[src/rtl/muldiv_unit.sv]
// Iterative RV64M multiply/divide: 64 radix-2 steps plus one fix-up cycle, start/busy/done handshake.
// Optional *W variants are built when MULDIV_WORD_EN is defined.
module muldiv_unit #(
    parameter int XLEN = 64
) (
    input  logic            clk,
    input  logic            rst,
    input  logic            start,
    input  logic [2:0]      op,
    input  logic            word,
    input  logic [XLEN-1:0] A1,
    input  logic [XLEN-1:0] A2,
    output logic [XLEN-1:0] result,
    output logic            busy,
    output logic            done
);
    typedef enum logic [1:0] {S_IDLE, S_RUN, S_FIX, S_DONE} state_t;

    state_t            r_state;
    logic [5:0]        r_cnt;
    logic [2:0]        r_op;
    logic [XLEN-1:0]   r_hi, r_lo, r_m, r_dvd, r_result;
    logic              r_neg, r_rneg, r_dz, r_ovf;

    logic              w_a_signed, w_b_signed, w_is_div, w_word;
    logic [XLEN-1:0]   w_a_src, w_b_src, w_ma, w_mb, w_ovf_a;

    assign w_is_div   = op[2];
    assign w_a_signed = (op == 3'b001) || (op == 3'b010) || (op == 3'b100) || (op == 3'b110);
    assign w_b_signed = (op == 3'b001) || (op == 3'b100) || (op == 3'b110);

`ifdef MULDIV_WORD_EN
    logic r_word;
    assign w_word  = word;
    assign w_a_src = !word ? A1 : {{32{w_a_signed & A1[31]}}, A1[31:0]};
    assign w_b_src = !word ? A2 : {{32{w_b_signed & A2[31]}}, A2[31:0]};
    assign w_ovf_a = word ? 64'hFFFF_FFFF_8000_0000 : 64'h8000_0000_0000_0000;
`else
    logic w_unused_word;
    assign w_unused_word = word;
    assign w_word  = 1'b0;
    assign w_a_src = A1;
    assign w_b_src = A2;
    assign w_ovf_a = 64'h8000_0000_0000_0000;
`endif

    assign w_ma = (w_a_signed && w_a_src[XLEN-1]) ? -w_a_src : w_a_src;
    assign w_mb = (w_b_signed && w_b_src[XLEN-1]) ? -w_b_src : w_b_src;

    // Multiply: r_lo holds the multiplier shifting out, r_hi accumulates.
    // Divide: r_lo holds the dividend shifting into r_hi, quotient bits shift in at the bottom.
    logic [XLEN:0]     w_sum, w_shift;
    logic [XLEN-1:0]   w_diff;
    logic              w_ge;
    assign w_sum   = {1'b0, r_hi} + {1'b0, (r_lo[0] ? r_m : {XLEN{1'b0}})};
    assign w_shift = {r_hi, r_lo[XLEN-1]};
    assign w_ge    = w_shift >= {1'b0, r_m};
    assign w_diff  = w_shift[XLEN-1:0] - r_m;

    logic [2*XLEN-1:0] w_prod;
    logic [XLEN-1:0]   w_quo, w_rem, w_sel, w_fix;
    always_comb begin
        w_prod = r_neg ? -{r_hi, r_lo} : {r_hi, r_lo};
        w_quo  = r_neg  ? -r_lo : r_lo;
        w_rem  = r_rneg ? -r_hi : r_hi;
        if (r_dz) begin
            w_quo = {XLEN{1'b1}};
            w_rem = r_dvd;
        end else if (r_ovf) begin
            w_quo = r_dvd;
            w_rem = {XLEN{1'b0}};
        end
        if (r_op[2])
            w_sel = r_op[1] ? w_rem : w_quo;
        else
            w_sel = (r_op[1:0] == 2'b00) ? w_prod[XLEN-1:0] : w_prod[2*XLEN-1:XLEN];
`ifdef MULDIV_WORD_EN
        w_fix = r_word ? {{32{w_sel[31]}}, w_sel[31:0]} : w_sel;
`else
        w_fix = w_sel;
`endif
    end

    always_ff @(posedge clk) begin
        if (rst) begin
            r_state  <= S_IDLE;
            r_cnt    <= '0;
            r_op     <= '0;
            r_hi     <= '0;
            r_lo     <= '0;
            r_m      <= '0;
            r_dvd    <= '0;
            r_result <= '0;
            r_neg    <= 1'b0;
            r_rneg   <= 1'b0;
            r_dz     <= 1'b0;
            r_ovf    <= 1'b0;
`ifdef MULDIV_WORD_EN
            r_word   <= 1'b0;
`endif
        end else begin
            case (r_state)
                S_IDLE, S_DONE: begin
                    if (start) begin
                        r_state <= S_RUN;
                        r_cnt   <= '0;
                        r_op    <= op;
                        r_hi    <= '0;
                        r_lo    <= w_is_div ? w_ma : w_mb;
                        r_m     <= w_is_div ? w_mb : w_ma;
                        r_dvd   <= w_a_src;
                        r_neg   <= (w_a_signed & w_a_src[XLEN-1]) ^ (w_b_signed & w_b_src[XLEN-1]);
                        r_rneg  <= w_a_signed & w_a_src[XLEN-1];
                        r_dz    <= w_is_div && (w_b_src == '0);
                        r_ovf   <= w_is_div && !op[0] && (w_a_src == w_ovf_a) && (w_b_src == '1);
`ifdef MULDIV_WORD_EN
                        r_word  <= w_word;
`endif
                    end else begin
                        r_state <= S_IDLE;
                    end
                end
                S_RUN: begin
                    if (r_op[2]) begin
                        r_hi <= w_ge ? w_diff : w_shift[XLEN-1:0];
                        r_lo <= {r_lo[XLEN-2:0], w_ge};
                    end else begin
                        r_hi <= w_sum[XLEN:1];
                        r_lo <= {w_sum[0], r_lo[XLEN-1:1]};
                    end
                    r_cnt <= r_cnt + 6'd1;
                    if (r_cnt == 6'd63) r_state <= S_FIX;
                end
                S_FIX: begin
                    r_result <= w_fix;
                    r_state  <= S_DONE;
                end
                default: r_state <= S_IDLE;
            endcase
        end
    end

    assign result = r_result;
    assign busy   = (r_state == S_RUN) || (r_state == S_FIX);
    assign done   = (r_state == S_DONE);

    logic w_unused_cfg;
    assign w_unused_cfg = w_word;
endmodule

[config.mk]
export PLATFORM = sky130hd
export DESIGN_NAME = muldiv_unit
export DESIGN_NICKNAME = d
export VERILOG_FILES = /design/src/rtl/muldiv_unit.sv
export SDC_FILE = /design/constraint.sdc
export NUM_CORES = 2
export LEC_CHECK = 0
export CORE_MARGIN = 2
export CORE_UTILIZATION = 35
export DETAILED_ROUTE_END_ITERATION = 7
export GPL_ROUTABILITY_DRIVEN = 1
export HOLD_SLACK_MARGIN = 0.06
export PLACE_DENSITY = 0.55
export SLEW_MARGIN = 5
export SYNTH_ARGS = -nofsm -noshare
export SYNTH_HDL_FRONTEND = slang
export SYNTH_SLANG_ARGS = --single-unit
[constraint.sdc]
create_clock -name clk -period 3.5 [get_ports clk]
set_clock_uncertainty 0.05 [all_clocks]
set_input_delay 0.525 -clock clk [delete_from_list [all_inputs] [get_ports clk]]
set_output_delay 0.525 -clock clk [all_outputs]
set_load 0.01 [all_outputs]
==> flow_summary.ini <==
[grt]
grt_start_max_net_pins = 184
antenna_found_initial = 5
grt_pass1_vias = 39500
grt_usage_pct = 38.2
grt_pass1_wl_um = 276000
overflow = 0

[sta]
rsz0062_at_grt = true
fin_setup_tns_ns = -1.10
worst_pin_slew_ns = 1.10
fmax_mhz = 272
finalHoldWorstSlack_ns = 0.172
slew_viol_final = 0
fin_crit_sh_pct = 105
hold_viol_final = 0
setup_ws_ns = -0.172
setup_viol = 17
relSlewSlack_pct = 26.6
fin_crit_ns = 3.67

[drt]
vias = 42700
drc_errors = 0
routed_via_density = 6.02
totalWireLength_um = 196000
drt_iter0_markers = 5639
dr.pass1.iters = 8
wl_per_cell_um = 27.6
ant_nets = 0

[logic_synthesis]
ys_ff_latch = 335
synth_flop_cell = dfxtp_1
ys_seq_area_share_pct = 20.2
synth.distinct_cells = 96
synth.largest_area_cell = dfxtp_1
synth-edff-count = 0
syn_area_sq_mm = 0.0331
yosys.area.top_type_share_pct = 20.2
synth_area_leaders = dfxtp_1 (20%), nand2_1 (7.2%), a21oi_1 (6.4%)
synth_nets = 5090
synthCells = 4816
synth-async-reset-ratio_pct = 0
synth_area_per_cell_sq_um = 6.88
yosysMostFrequentCell = nand2_1
ys_top_cells_by_count = nand2_1 (634), nor2_1 (516), a21oi_1 (426), clkbuf_1 (347), dfxtp_1 (335)
synth-warning-count = 0

[setup_path]
cpMaxStageDelayCell = a2111oi_4
cp.required_ns = 4.02
endpoint = r_hi[59]$_SDFFE_PP0P_
critPathLaunch = r_lo[0]$_SDFFE_PP0P_
r2r-end = r_hi[59]$_SDFFE_PP0P_
crit_arrival_ns = 4.19
cp_cell_sequence = clkinv_8 -> buf_12 -> buf_12 -> nor2_4 -> ha_4 -> buf_6 -> nand2_2 -> o21ai_2 -> a22oi_2 -> nand3_2 -> o21ai_2 -> a21oi_4 -> a2111oi_4 -> o21ai_1 -> buf_4 -> and3_4 -> a311oi_2 -> and4b_1
cp-end-kind = register
startpoint_type = register
rrSetupSlack_ns = -0.17
critical_path_class = register to register
cp_slowest_stage_delay_ns = 0.44
rr_worst_depth = 18
path_max_fanout = 8
reg2reg_from = r_lo[0]$_SDFFE_PP0P_

[cts]
root_buffer = clkbuf_16
ctsHoldBuffers = 0
cts.sinks = 335
path_clk_slew_ns = 0.07
numCtsBuffers = 41
clockBufferDepth = 3
cts_tree = done
cts_max_level = 2
insertion_delay_ns = 0.62

[min_path]
hold_path_depth = 2
hold_path.class = input pin to register

[floorplanning]
coreArea_sq_mm = 0.0936
die_y_um = 312
rows = 112
io_pins = 201
die_w_um = 312
die_area_sq_mm = 0.0972
start_util_pct = 35.4

[placement]
hpwl_um = 154000
portBuffers = 199
gp_congestion = 1.08
dp_slack_ns = -0.610

[power_and_ir_drop]
p_seq_share_pct = 17.9
power_uw = 32200
p_clk_share_pct = 14.1
power_frac_comb_pct = 68.0
p_sw_uw = 16000
power_density_mw_per_mm2 = 673
ir_drop_mv = 0.670
p_sw_share_pct = 49.5
leakagePower_uw = 0.0201
intPower_uw = 16300

[final_layout]
finalNetCount = 6078
area_growth_pct = 44.6
fill_cells = 9425
multi_input_area_sq_mm = 0.0267
seq_area_sq_mm = 0.00676
drive_gt1_share_pct = 28.9

[outcome]
violations = setup timing
status = finished, violations left

[run]
cap_violations = 0
==> layout by cell type (no fill, tap or decap), types with 23 or more instances in the layout <==
cell type        netlist  routed
o22ai_1               48      44
o21bai_1              25      23
o31ai_1               62      45
buf_12                 0      23
nand3_1               99      92
xor2_1               195     190
clkbuf_16              0      42
a31oi_1               56      49
xnor2_1              213     208
buf_6                  1      33
a21o_1                79      79
mux2i_1               83      82
mux2_2                45      43
o21ai_1               18      39
a211oi_1             117     108
dfxtp_1              335     302
nor3_1               150     127
dfxtp_2                0      28
nand2_1              634     619
nor4_1                37      28
nand4_1               63      63
a22o_1                26      26
clkdlybuf4s50_1        0     197
nor2_1               516     493
inv_1                134     122
ha_1                 137     115
a21oi_2                0      35
or3_1                 53      34
o21ai_2                0      29
buf_4                  1    1082
a22oi_1               26      23
o21ai_0              329     272
a21oi_1              426     385
nand2b_1              43      38
and3_1                27      23
o211ai_1              56      56
==> state kept, by name (all words and copies together) (netlist names) <==
register,cells
r_cnt,6
result,64
r_dvd,64
r_ovf,1
r_op,3
r_state,2
r_neg,1
r_m,64
r_rneg,1
r_dz,1
r_hi,64
r_lo,64
==> metal layers <==
metal  share of wire [%]  vias to the layer above  global-route usage, %
li1                    -                    19400                      -
met1                  41                    20300                   51.2
met2                  41                     2459                   56.4
met3                  10                      535                   7.01
met4                 7.5                        2                   23.4
met5              0.0046                        -                      0
==> what timing repair did <==
| action | CTS | global route |
|---|---|---|
| setup buffers | 33 | 32 |
| cloned | 2 | 0 |
| pin swaps | 93 | 160 |
| resized for setup | 236 | 299 |
| setup endpoints to repair | 108 | 128 |
==> final cells by class <==
type | count | area share [%]
clock inverter | 16 | 0.324
multi-input combinational | 3949 | 55.7
clock buffer | 58 | 2.53
tap | 1254 | 3.27
sequential | 335 | 14.1
inverter | 138 | 1.11
antenna | 1 | 0.00522
timing repair buffer | 1339 | 23.0
==> through the flow <==
| stage | utilization [%] | instance area (sq um) | cells |
|---|---|---|---|
| floorplan | - | 33300 | 4816 |
| global placement | 46.8 | 43800 | 6964 |
| detailed placement | 46.8 | 43800 | 6964 |
| CTS | 49.7 | 46500 | 7067 |
| global route | 51.2 | 47900 | 7090 |
| finish | 51.2 | 47900 | 7090 |
==> critical path: cells and delay by family (launching register included) <==
| family | cells | cell delay (ns) |
|---|---|---|
| AOI/OAI and AO/OA | 7 | 1.51 |
| and+or+nand+nor | 5 | 0.72 |
| adders and majority gates | 1 | 0.23 |
| DFF | 1 | 0.39 |
| buffers and inverters | 5 | 0.70 |
==> power by group through the flow <==
stage          sequential, uW  combinational [uW]  clock, uW
2_1_floorplan            5590                9920          0
3_3_place_gp             5700               19600          0
3_5_place_dp             5730               19600          0
4_1_cts                  5680               20400       4570
5_1_grt                  5840               22900       4700
6_report                 5780               21900       4550
==> cells by family after synthesis <==
family	share of synthesized area (%)
AO/OA/AOI/OAI	29.4
flip-flops	20.2
XOR/XNOR	10.8
adder cells (fa/ha/maj)	5.29
buffers and inverters	6.11
multiplexers	4.04
AND/OR/NAND/NOR	24.1
==> worst min path at each step <==
stage / from / endpoint / slack [ns]
floorplan: r_m[57]$_SDFFE_PP0P_ / r_m[57]$_SDFFE_PP0P_ / 0.38
global placement: result[5]$_SDFFE_PP0P_ / result[5]$_SDFFE_PP0P_ / 0.38
detailed placement: result[5]$_SDFFE_PP0P_ / result[5]$_SDFFE_PP0P_ / 0.38
CTS: rst / r_hi[50]$_SDFFE_PP0P_ / 0.15
global route: rst / r_hi[50]$_SDFFE_PP0P_ / 0.18
finish: rst / r_hi[33]$_SDFFE_PP0P_ / 0.17
(Power assumes the default switching activity.)
